## src/rtl/sm_result_bcd.sv

```systemverilog
// Result stream consumer: buffers signed results in a FIFO, converts each one
// to sign + BCD magnitude with a serial double-dabble engine and hands it to the
// display stage over valid/ready. Reports end of program once all results are out.
module sm_result_bcd #(
  parameter int unsigned DATA_W = 20,
  parameter int unsigned DEPTH  = 8,
  parameter int unsigned ADDR_W = 3,
  parameter int unsigned DIGITS = 6
) (
  input  logic                  clk,
  input  logic                  rst,
  input  logic                  d_valid,
  input  logic [DATA_W-1:0]     out_data,
  input  logic                  fin,
  input  logic                  bcd_ready,
  output logic                  bcd_valid,
  output logic                  bcd_neg,
  output logic [4*DIGITS-1:0]   bcd_digits,
  output logic [ADDR_W:0]       fifo_count,
  output logic                  overflow,
  output logic                  all_done
);

  localparam int unsigned BcdW = 4 * DIGITS;
  localparam int unsigned CntW = $clog2(DATA_W);

  localparam logic [ADDR_W:0] CountFull = (ADDR_W + 1)'(DEPTH);
  localparam logic [CntW-1:0] LastIter  = CntW'(DATA_W - 1);

  typedef enum logic [1:0] {
    StIdle,
    StConv,
    StDone
  } state_e;

  // FIFO state
  logic [DATA_W-1:0] mem_q [DEPTH];
  logic [ADDR_W-1:0] wr_ptr_q, wr_ptr_d;
  logic [ADDR_W-1:0] rd_ptr_q, rd_ptr_d;
  logic [ADDR_W:0]   count_q, count_d;
  logic              overflow_q, overflow_d;
  logic              fin_seen_q, fin_seen_d;

  // Converter state
  state_e            state_q, state_d;
  logic              neg_q, neg_d;
  logic [DATA_W-1:0] mag_q, mag_d;
  logic [BcdW-1:0]   bcd_q, bcd_d;
  logic [CntW-1:0]   iter_q, iter_d;

  logic              push, pop, drop;
  logic [DATA_W-1:0] head;
  logic [BcdW-1:0]   bcd_adj;

  assign head = mem_q[rd_ptr_q];

  // FIFO control: a pop frees a slot on the same edge, so a push into a full FIFO
  // is accepted whenever the converter pops on that edge.
  always_comb begin
    pop        = (state_q == StIdle) && (count_q != '0);
    push       = d_valid && ((count_q != CountFull) || pop);
    drop       = d_valid && (count_q == CountFull) && !pop;
    wr_ptr_d   = wr_ptr_q;
    rd_ptr_d   = rd_ptr_q;
    count_d    = count_q;
    overflow_d = overflow_q | drop;
    fin_seen_d = fin_seen_q | fin;
    if (push) begin
      wr_ptr_d = wr_ptr_q + ADDR_W'(1);
    end
    if (pop) begin
      rd_ptr_d = rd_ptr_q + ADDR_W'(1);
    end
    case ({push, pop})
      2'b10:   count_d = count_q + (ADDR_W + 1)'(1);
      2'b01:   count_d = count_q - (ADDR_W + 1)'(1);
      default: count_d = count_q;
    endcase
  end

  // FIFO storage; contents need no reset since count gates every read
  always_ff @(posedge clk) begin
    if (push) begin
      mem_q[wr_ptr_q] <= out_data;
    end
  end

  // Double-dabble correction: add 3 to every digit >= 5 before the shift
  always_comb begin
    bcd_adj = bcd_q;
    for (int i = 0; i < int'(DIGITS); i++) begin
      if (bcd_q[4*i +: 4] >= 4'd5) begin
        bcd_adj[4*i +: 4] = bcd_q[4*i +: 4] + 4'd3;
      end
    end
  end

  // Converter next-state: pop/capture in idle, DATA_W shift steps, then hold for handshake
  always_comb begin
    state_d = state_q;
    neg_d   = neg_q;
    mag_d   = mag_q;
    bcd_d   = bcd_q;
    iter_d  = iter_q;
    unique case (state_q)
      StIdle: begin
        if (pop) begin
          neg_d   = head[DATA_W-1];
          // Two's complement negation maps the most negative value onto itself,
          // which reads back correctly as an unsigned magnitude.
          mag_d   = head[DATA_W-1] ? -head : head;
          bcd_d   = '0;
          iter_d  = '0;
          state_d = StConv;
        end
      end
      StConv: begin
        bcd_d  = {bcd_adj[BcdW-2:0], mag_q[DATA_W-1]};
        mag_d  = {mag_q[DATA_W-2:0], 1'b0};
        iter_d = iter_q + CntW'(1);
        if (iter_q == LastIter) begin
          state_d = StDone;
        end
      end
      StDone: begin
        if (bcd_ready) begin
          state_d = StIdle;
        end
      end
      default: state_d = StIdle;
    endcase
  end

  // State registers; reset discards buffered and in-flight results
  always_ff @(posedge clk or posedge rst) begin
    if (rst) begin
      wr_ptr_q   <= '0;
      rd_ptr_q   <= '0;
      count_q    <= '0;
      overflow_q <= 1'b0;
      fin_seen_q <= 1'b0;
      state_q    <= StIdle;
      neg_q      <= 1'b0;
      mag_q      <= '0;
      bcd_q      <= '0;
      iter_q     <= '0;
    end else begin
      wr_ptr_q   <= wr_ptr_d;
      rd_ptr_q   <= rd_ptr_d;
      count_q    <= count_d;
      overflow_q <= overflow_d;
      fin_seen_q <= fin_seen_d;
      state_q    <= state_d;
      neg_q      <= neg_d;
      mag_q      <= mag_d;
      bcd_q      <= bcd_d;
      iter_q     <= iter_d;
    end
  end

  // Outputs: result fields are forced to zero unless a result is on offer
  always_comb begin
    bcd_valid  = (state_q == StDone);
    bcd_neg    = bcd_valid & neg_q;
    bcd_digits = bcd_valid ? bcd_q : '0;
    fifo_count = count_q;
    overflow   = overflow_q;
    all_done   = fin_seen_q && (count_q == '0) && (state_q == StIdle);
  end

endmodule
```

## config.mk

```make
export PLATFORM = sky130hd
export DESIGN_NAME = sm_result_bcd
export DESIGN_NICKNAME = d
export VERILOG_FILES = /design/src/rtl/sm_result_bcd.sv
export SDC_FILE = /design/constraint.sdc
export NUM_CORES = 1
export LEC_CHECK = 0
export BUFFER_PORTS_ARGS = -buffer_cell sky130_fd_sc_hd__buf_2
export CAP_MARGIN = 5
export CORE_MARGIN = 2
export CORE_UTILIZATION = 50
export CTS_CLUSTER_DIAMETER = 80
export DETAILED_ROUTE_END_ITERATION = 6
export PLACE_DENSITY = 0.73
export SYNTH_ARGS = -nofsm -noshare
export SYNTH_HDL_FRONTEND = slang
export SYNTH_SLANG_ARGS = --single-unit
```

## constraint.sdc

```tcl
create_clock -name clk -period 7.3 [get_ports clk]
set_clock_uncertainty 0.05 [all_clocks]
set_input_delay 1.46 -clock clk [delete_from_list [all_inputs] [get_ports clk]]
set_output_delay 1.46 -clock clk [all_outputs]
set_load 0.05 [all_outputs]
```

==> results.cfg, run 1 <==
[critical_path]
worst_setup_path_end_kind = primary output
required_ns = 5.79
rr_worst_depth = 8
r2r-end = mag_q[18]
reg2reg_slack_ns = 3.78
crit_type = flip-flop to primary output
critPathLaunchType = flip-flop
r2r_start = rd_ptr_q[0]
worstPathArrival_ns = 2.71
cp_max_fo = 15

[yosys]
synth.distinct_cells = 53
syn_area_per_cell_um2 = 14.9
synth_top_area_share_pct = 48.5
ys_seq_area_share_pct = 64.7
yosys.area.top_type = edfxtp_1
ys_ff_latch = 224
async_reset_ff_share_pct = 28.6
syn_area_um2 = 9900
ys_top_cells_by_area = edfxtp_1 49%, dfrtp_1 16%, mux4_2 7.7%
synth_flop_cell = edfxtp_1
yosysWarnings = 0
synth.net_count = 708
synthCells = 663
yosysMostFrequentCell = edfxtp_1
yosys-top-cells-count = 160 x edfxtp_1, 64 x dfrtp_1, 41 x o21ai_0
synth-edff-count = 160

[routing]
postRouteWirelength_um = 19300
first_pass_iters = 5
drc_errors = 0
route.met3.wl_um = 1160
routed_via_density = 5.82
wire_per_inst_um = 19.1
wl_met2_um = 9740
wl_met1_um = 8010
drtAntennaViolNets = 0
vias = 5879
top_layer_used = met4
drt-initial-drc-count = 439

[sta]
fin_crit_ns = 4.22
relSlewSlack_pct = 21.7
hold_viol = 0
clock.fmax_ghz = 0.237
finalSetupTns_ns = 0
final_max_slew_viol_count = 0
max_slew.worst_pin.slew_ns = 1.17
rsz0062_at_grt = no
fin_ws_ns = 3.08
setup_violations = 0
min_period_over_period_pct = 57.8

[final_layout]
antenna-diode-count = 0
nNetsFinal = 773
area_growth_syn_to_layout_pct = 13.8
drive_gt1_share_pct = 22.0

[grt]
grt_pass1_wl_um = 31000
grt_pass1_vias = 6063
grt.total_usage_pct = 19.1
grt_max_degree = 65
grt-ovfl-total = 0
antenna_found_initial = 0

[worst_hold_path]
min_to = overflow
worstHoldPathCells = 1
hp-start = overflow
hold_class = flip-flop to flip-flop

[power]
p_leak_nw = 4.16
ir_drop_v = 0.000252
power_density_nw_per_um2 = 435

[placement]
portBuffers = 56
place_ws_ns = 3.65
hpwl_um = 12000
gp_congestion = 0.880

[clocking]
ctsHtreeMaxLevel = 1
clk_path_buf_depth = 3
cts_resized = 0
cts_root_buf = clkbuf_16
clk_pin_slew_ns = 0.06
cts_setup_buffers = 0
clock_latency_ns = 0.53
cts_buffers = 24
cts_tree = yes
cts_sinks = 224
hold_buffers = 0

[floorplan]
ioPinCount = 57
core_um2 = 19500
die_x_um = 145
die_h_um = 145
initial_utilization_pct = 50.9
rows = 51
die_area_um2 = 20900

[outcome]
status = completed

[job]
drv_cap = 0
state kept, by name (all words and copies together), names as in the netlist:
signal	flops
bcd_q	24
fifo_count	4
fin_seen_q	1
iter_q	5
mag_q	20
mem_q	160
neg_q	1
overflow	1
rd_ptr_q	3
state_q	2
wr_ptr_q	3
area by class of cell:
| type | count | area (um2) |
|---|---|---|
| multi-input combinational | 386 | 3280 |
| clock buffer | 30 | 633 |
| fill | 1444 | 8190 |
| inverter | 21 | 78.8 |
| timing repair buffer | 71 | 393 |
| tap | 265 | 332 |
| clock inverter | 13 | 144 |
| sequential | 224 | 6410 |
cells by family after synthesis:
kind of cell               count (synthesis)  share of synthesized area, %
and+or+nand+nor                          148                          7.66
adders and majority gates                 20                          2.60
muxes                                     61                          11.8
DFF                                      224                          64.7
AOI/OAI and AO/OA                        125                          7.92
buffers and inverters                     53                          2.50
xor gates and xnor gates                  32                          2.83
layer usage:
layer / vias to the layer above / track usage [%]
met2: 191 / 33.6
met5: - / 0
met1: 2971 / 24.3
met3: 42 / 3.62
li1: 2675 / -
met4: 0 / 5.42
layout by cell type, fill, tap and decap left out, types with 21 or more instances in the layout:
cell and count:
edfxtp_1 160, buf_2 56, xnor2_1 21, mux4_2 34, dfrtp_1 63, o21ai_0 41, nor2_1 34, nand2_1 28
clkbuf_16 24
stage by stage:
step	power (mW)	util, %	cells	hold slack (ns)	instance area [um2]
after floorplan	3.32	-	663	0.380	9900
after global placement	3.67	53.9	967	0.386	10500
after detailed placement	3.76	53.9	967	0.392	10500
after CTS	4.94	57.9	1010	0.405	11300
after global routing	5.21	57.9	1010	0.423	11300
final	4.91	57.9	1010	0.402	11300
where the power goes:
group | total [mW] | internal, mW | leakage, nW | switching (mW)
clock | 1.17 | 0.691 | 0.377 | 0.478
combinational | 1.85 | 0.777 | 1.55 | 1.07
sequential | 1.89 | 1.68 | 2.24 | 0.212
how the worst max path moves through the flow:
stage                     startpoint             to  slack [ns]  cells past startpoint
final                     state_q[1]  bcd_digits[1]        3.08                      4
after detailed placement  state_q[1]  bcd_digits[1]        3.65                      4
after floorplan              d_valid    mem_q[0][0]        2.93                      3
after global placement       d_valid  fifo_count[3]        3.78                     10
after global routing      state_q[1]  bcd_digits[1]        2.88                      4
after CTS                 state_q[1]  bcd_digits[1]        3.10                      4
worst max-delay path: stages, from the launching register on:
cell	delay, ns
dfrtp_1	0.41
nor2b_1	0.72
inv_1	0.48
nor2_1	0.28
buf_2	0.30
Power figures use the tool's default switching activity.
==> inputs of run 2 (changes only) <==
clock period = 4.2 ns   (was 7.3 ns; I/O delays follow)
==> run 2 against run 1 <==
Compared with the run above:
- core utilization is 0.25 points lower
- count of clock-buffer cells in the layout increased by 2
- combinational power is 76% higher
- hold slack better by 0.013 ns
- routed wire length is 4.5% higher
- cell count barely moved
- die area did not move
- sequential power is 76% higher
- cell area decreased by 0.43%
- first-iteration DRC count increased by 7.5%
==> results.cfg, run 2 (synthesis gave the netlist of run 1 again) <==
[critical_path]
path_cells = nor2b_1 -> inv_1 -> nor2_1 -> buf_2
crit_cells = 4
max_stage_delay_ns = 0.67
required_ns = 3.31
cp_slowest_cell = nor2b_1
rr_worst_depth = 8
worst_setup_path_end_kind = primary output
path_buf_inv = 2
worstPathArrival_ns = 2.56
critPathLaunchType = flip-flop
crit_family = simple AND/OR/NAND/NOR gates
cp_max_fo = 15
reg2reg_slack_ns = 1.01
crit_type = flip-flop to primary output

[final_layout]
regMostFlops = mem_q
fillers = 1482
final_area_um2 = 11200
largestRegisters = mem_q x160, bcd_q x24, mag_q x20
multiInputGateArea_um2 = 3280
layout_common_cells = 160 x edfxtp_1, 63 x dfrtp_1, 56 x buf_2, 41 x o21ai_0
largest_reg_flops = 160
antenna-diode-count = 0
drive_gt1_share_pct = 22.5
final_common_cell = edfxtp_1
final_cells = 1011
nNetsFinal = 776
seq_area_um2 = 6410
area_growth_syn_to_layout_pct = 13.3

[clocking]
ctsHtreeMaxLevel = 1
cts_resized = 0
cts_buffers = 23
clk_pin_slew_ns = 0.06
clk_path_buf_depth = 3
cts_setup_buffers = 0
clock_latency_ns = 0.51
hold_buffers = 0
cts_tree = yes
cts_sinks = 224
cts_root_buf = clkbuf_16

[floorplan]
die_x_um = 145
initial_utilization_pct = 50.9
die_area_um2 = 20900
rows = 51
ioPinCount = 57
core_um2 = 19500
die_h_um = 145

[grt]
antenna_found_initial = 0
grt-ovfl-total = 0
grt.total_usage_pct = 19.8
grt_pass1_vias = 5970
grt_pass1_wl_um = 31600
grt_max_degree = 49

[placement]
portBuffers = 56
gp_congestion = 0.901
place_inst = 971
hpwl_um = 12700
placed_cell_area_um2 = 10500

[routing]
wire_per_inst_um = 20.0
postRouteWirelength_um = 20200
routed_via_density = 5.85
drc_errors = 0
first_pass_iters = 5
drt-initial-drc-count = 472
drtAntennaViolNets = 0
vias = 5912

[sta]
max_slew.worst_pin.slew_ns = 1.18
min_period_over_period_pct = 82.2
finalSetupTns_ns = 0
fin_crit_ns = 3.45
setup_violations = 0
final_max_slew_viol_count = 0
hold_ws_ns = 0.414
relSlewSlack_pct = 21.3
clock.fmax_ghz = 0.290
hold_viol = 0
rsz0062_at_grt = no

[worst_hold_path]
hold_class = flip-flop to flip-flop
worstHoldPathCells = 1

[power]
p_leak_nw = 4.15
power_density_nw_per_um2 = 753
ir_drop_v = 0.000369
total_power_mw = 8.45

[outcome]
status = completed

[job]
drv_cap = 0
-- run 2: cell count changes in the layout (fill, tap and decap cells not counted), sizes merged --
cell      before  now
clkinvlp       1    2
clkinv        10    5
buf           71   75
inv           21   22
bufinv         2    0
clkbuf        30   32
-- run 2: path summary, 6_finish.rpt --
path,startpoint,end
hold / removal,overflow,overflow
setup / recovery,state_q[1],bcd_digits[1]
max in group asynchronous,rst,bcd_q[21]
setup reg to reg,rd_ptr_q[0],mag_q[18]
min in group asynchronous,rst,fifo_count[1]
hold reg to reg,overflow,overflow
-- run 2: metrics by stage --
step	utilization [%]	worst slack, ns
2_1_floorplan	-	0.451
3_3_place_gp	54.1	1.03
3_5_place_dp	54.1	1.00
4_1_cts	57.7	0.703
5_1_grt	57.7	0.609
6_report	57.7	0.746
-- run 2: metal layers --
| layer | global-route usage (%) | part of all wire (%) |
|---|---|---|
| met5 | 0 | 0 |
| met4 | 6.44 | 2.7 |
| met3 | 2.96 | 5.3 |
| met2 | 34.8 | 50 |
| met1 | 25.6 | 42 |
-- run 2: final cells by class --
class                      count  area share [%]
clock buffer                  32            5.79
timing repair buffer          75            3.77
clock inverter                 8           0.435
multi-input combinational    386            29.3
sequential                   224            57.1
tap                          265            2.95
inverter                      21           0.702
-- run 2: report_power, final --
group	leakage (nW)	internal [mW]	switching [mW]
combinational	1.57	1.38	1.88
sequential	2.24	2.91	0.416
clock	0.341	1.08	0.791
==> inputs of run 3 (changes only) <==
PLACE_DENSITY = 0.76   (was 0.73)
clock period = 2.9 ns   (was 4.2 ns; I/O delays follow)
==> run 3 against run 2 <==
Compared with the run above:
- hold slack worse by 0.35 ns
- critical endpoint is now mag_q[7]
- die area unchanged
- non-clock buffer count up 21
- setup slack worse by 0.58 ns
- sequential power up 43%
- global-route usage up 0.24 points
- highest routed layer unchanged
- count of clock-buffer cells in the layout down 8
==> results.cfg, run 3 (synthesis gave the netlist of run 1 again) <==
[outcome]
status = completed

[final_layout]
largestRegisters = mem_q x160, bcd_q x24, mag_q x20
nNetsFinal = 797
area_growth_syn_to_layout_pct = 16.6
final_common_cell = edfxtp_1
fillers = 1450
utilization_pct = 59.3
largest_reg_flops = 160
layout_common_cells = 160 x edfxtp_1, 63 x dfrtp_1, 56 x buf_2, 41 x o21ai_0, 36 x buf_4
antenna-diode-count = 0
regMostFlops = mem_q
drive_gt1_share_pct = 24.5

[power]
p_leak_nw = 4.30
ir_drop_v = 0.000595
power_density_nw_per_um2 = 1120
total_power_mw = 13.0

[floorplan]
initial_utilization_pct = 50.9
die_h_um = 145
core_um2 = 19500
die_x_um = 145
die_area_um2 = 20900
ioPinCount = 57
rows = 51

[clocking]
clock_latency_ns = 0.52
ctsHtreeMaxLevel = 1
cts_buffers = 23
cts_root_buf = clkbuf_16
clk_pin_slew_ns = 0.06
clk_path_buf_depth = 3
cts_sinks = 224
hold_buffers = 0
cts_tree = yes

[grt]
grt-ovfl-total = 0
grt_pass1_wl_um = 32300
grt_max_degree = 48
grt.total_usage_pct = 20.1
grt_pass1_vias = 6108
antenna_found_initial = 0

[critical_path]
r2r-end = mag_q[7]
reg2reg_slack_ns = 0.17
rr_worst_depth = 8
crit_type = flip-flop to flip-flop
crit_path_end = mag_q[7]
r2r_start = rd_ptr_q[1]
required_ns = 3.24
cp_max_fo = 47
critPathLaunchType = flip-flop
worst_setup_path_end_kind = flip-flop
crit_start = rd_ptr_q[1]
worstPathArrival_ns = 3.07

[sta]
setup_violations = 0
final_max_slew_viol_count = 0
max_slew.worst_pin.slew_ns = 0.624
hold_viol = 0
min_period_over_period_pct = 94.1
relSlewSlack_pct = 58.4
rsz0062_at_grt = no
fin_crit_ns = 2.73
clock.fmax_ghz = 0.366

[placement]
gp_congestion = 0.837
portBuffers = 56
hpwl_um = 12600

[routing]
routed_via_density = 5.75
first_pass_iters = 5
postRouteWirelength_um = 20600
vias = 5937
wire_per_inst_um = 19.9
drt-initial-drc-count = 472
drc_errors = 0
drtAntennaViolNets = 0

[worst_hold_path]
hold_class = input pin to async pin

[job]
drv_cap = 0
[run 3: cell types whose count changed in the layout (fill, tap and decap cells not counted), moves of 3 or more]
cell,delta
clkinv_1,+7
buf_12,+4
clkbuf_1,-4
buf_4,+17
bufinv_16,+5
clkbuf_8,-4
clkinv_2,-3
[run 3: power by group]
group | switching (mW) | leakage (nW) | internal [mW]
clock | 1.20 | 0.382 | 1.90
sequential | 0.524 | 2.24 | 4.22
combinational | 2.85 | 1.68 | 2.28
[run 3: worst min path at each step]
| stage | from | endpoint | slack (ns) | cells after the start |
|---|---|---|---|---|
| after floorplan | fin_seen_q | fin_seen_q | 0.38 | 1 |
| after global placement | overflow | overflow | 0.39 | 1 |
| after detailed placement | overflow | overflow | 0.39 | 1 |
| after CTS | rst | bcd_q[21] | 0.09 | 2 |
| after global routing | rst | bcd_q[21] | 0.12 | 2 |
| final | rst | bcd_q[21] | 0.06 | 2 |
[run 3: what timing repair did]
item	4_1_cts	5_1_grt
setup buffers	0	5
setup endpoints to repair	0	11
gates resized for setup	0	3
[run 3: critical path, cell delays in order, from the launching register on]
cell and delay (ns):
dfrtp_1 0.39, buf_12 0.20, o311ai_1 0.38, o32ai_1 0.17
nor3_2 0.44, and3_1 0.35, a41oi_1 0.19, xor2_1 0.32
o21ai_1 0.09
[run 3: area by class of cell]
class,count,area (um2),share of cell area [%]
sequential,224,6410,55.5
multi-input combinational,386,3300,28.6
clock buffer,24,579,5.02
timing repair buffer,96,631,5.46
inverter,21,82.6,0.715
tap,265,332,2.87
clock inverter,16,216,1.87
[run 3: per-stage QoR]
stage	setup slack (ns)	cells	hold WS [ns]	setup TNS (ns)	cell area [um2]
floorplan	-0.338	663	0.380	-20.48	9910
global placement	0.0848	987	0.393	0	10700
detailed placement	0.0223	987	0.393	0	10700
CTS	0.0153	1027	0.0876	0	11500
global route	0.0547	1032	0.116	0	11500
finish	0.170	1032	0.0611	0	11500
[run 3: metal layers]
layer	up-vias	part of all wire (%)	global-route usage [%]
li1	2721	-	-
met1	3024	42	25.9
met2	161	51	36.0
met3	31	4.3	2.83
met4	0	1.9	5.06
met5	-	0	0
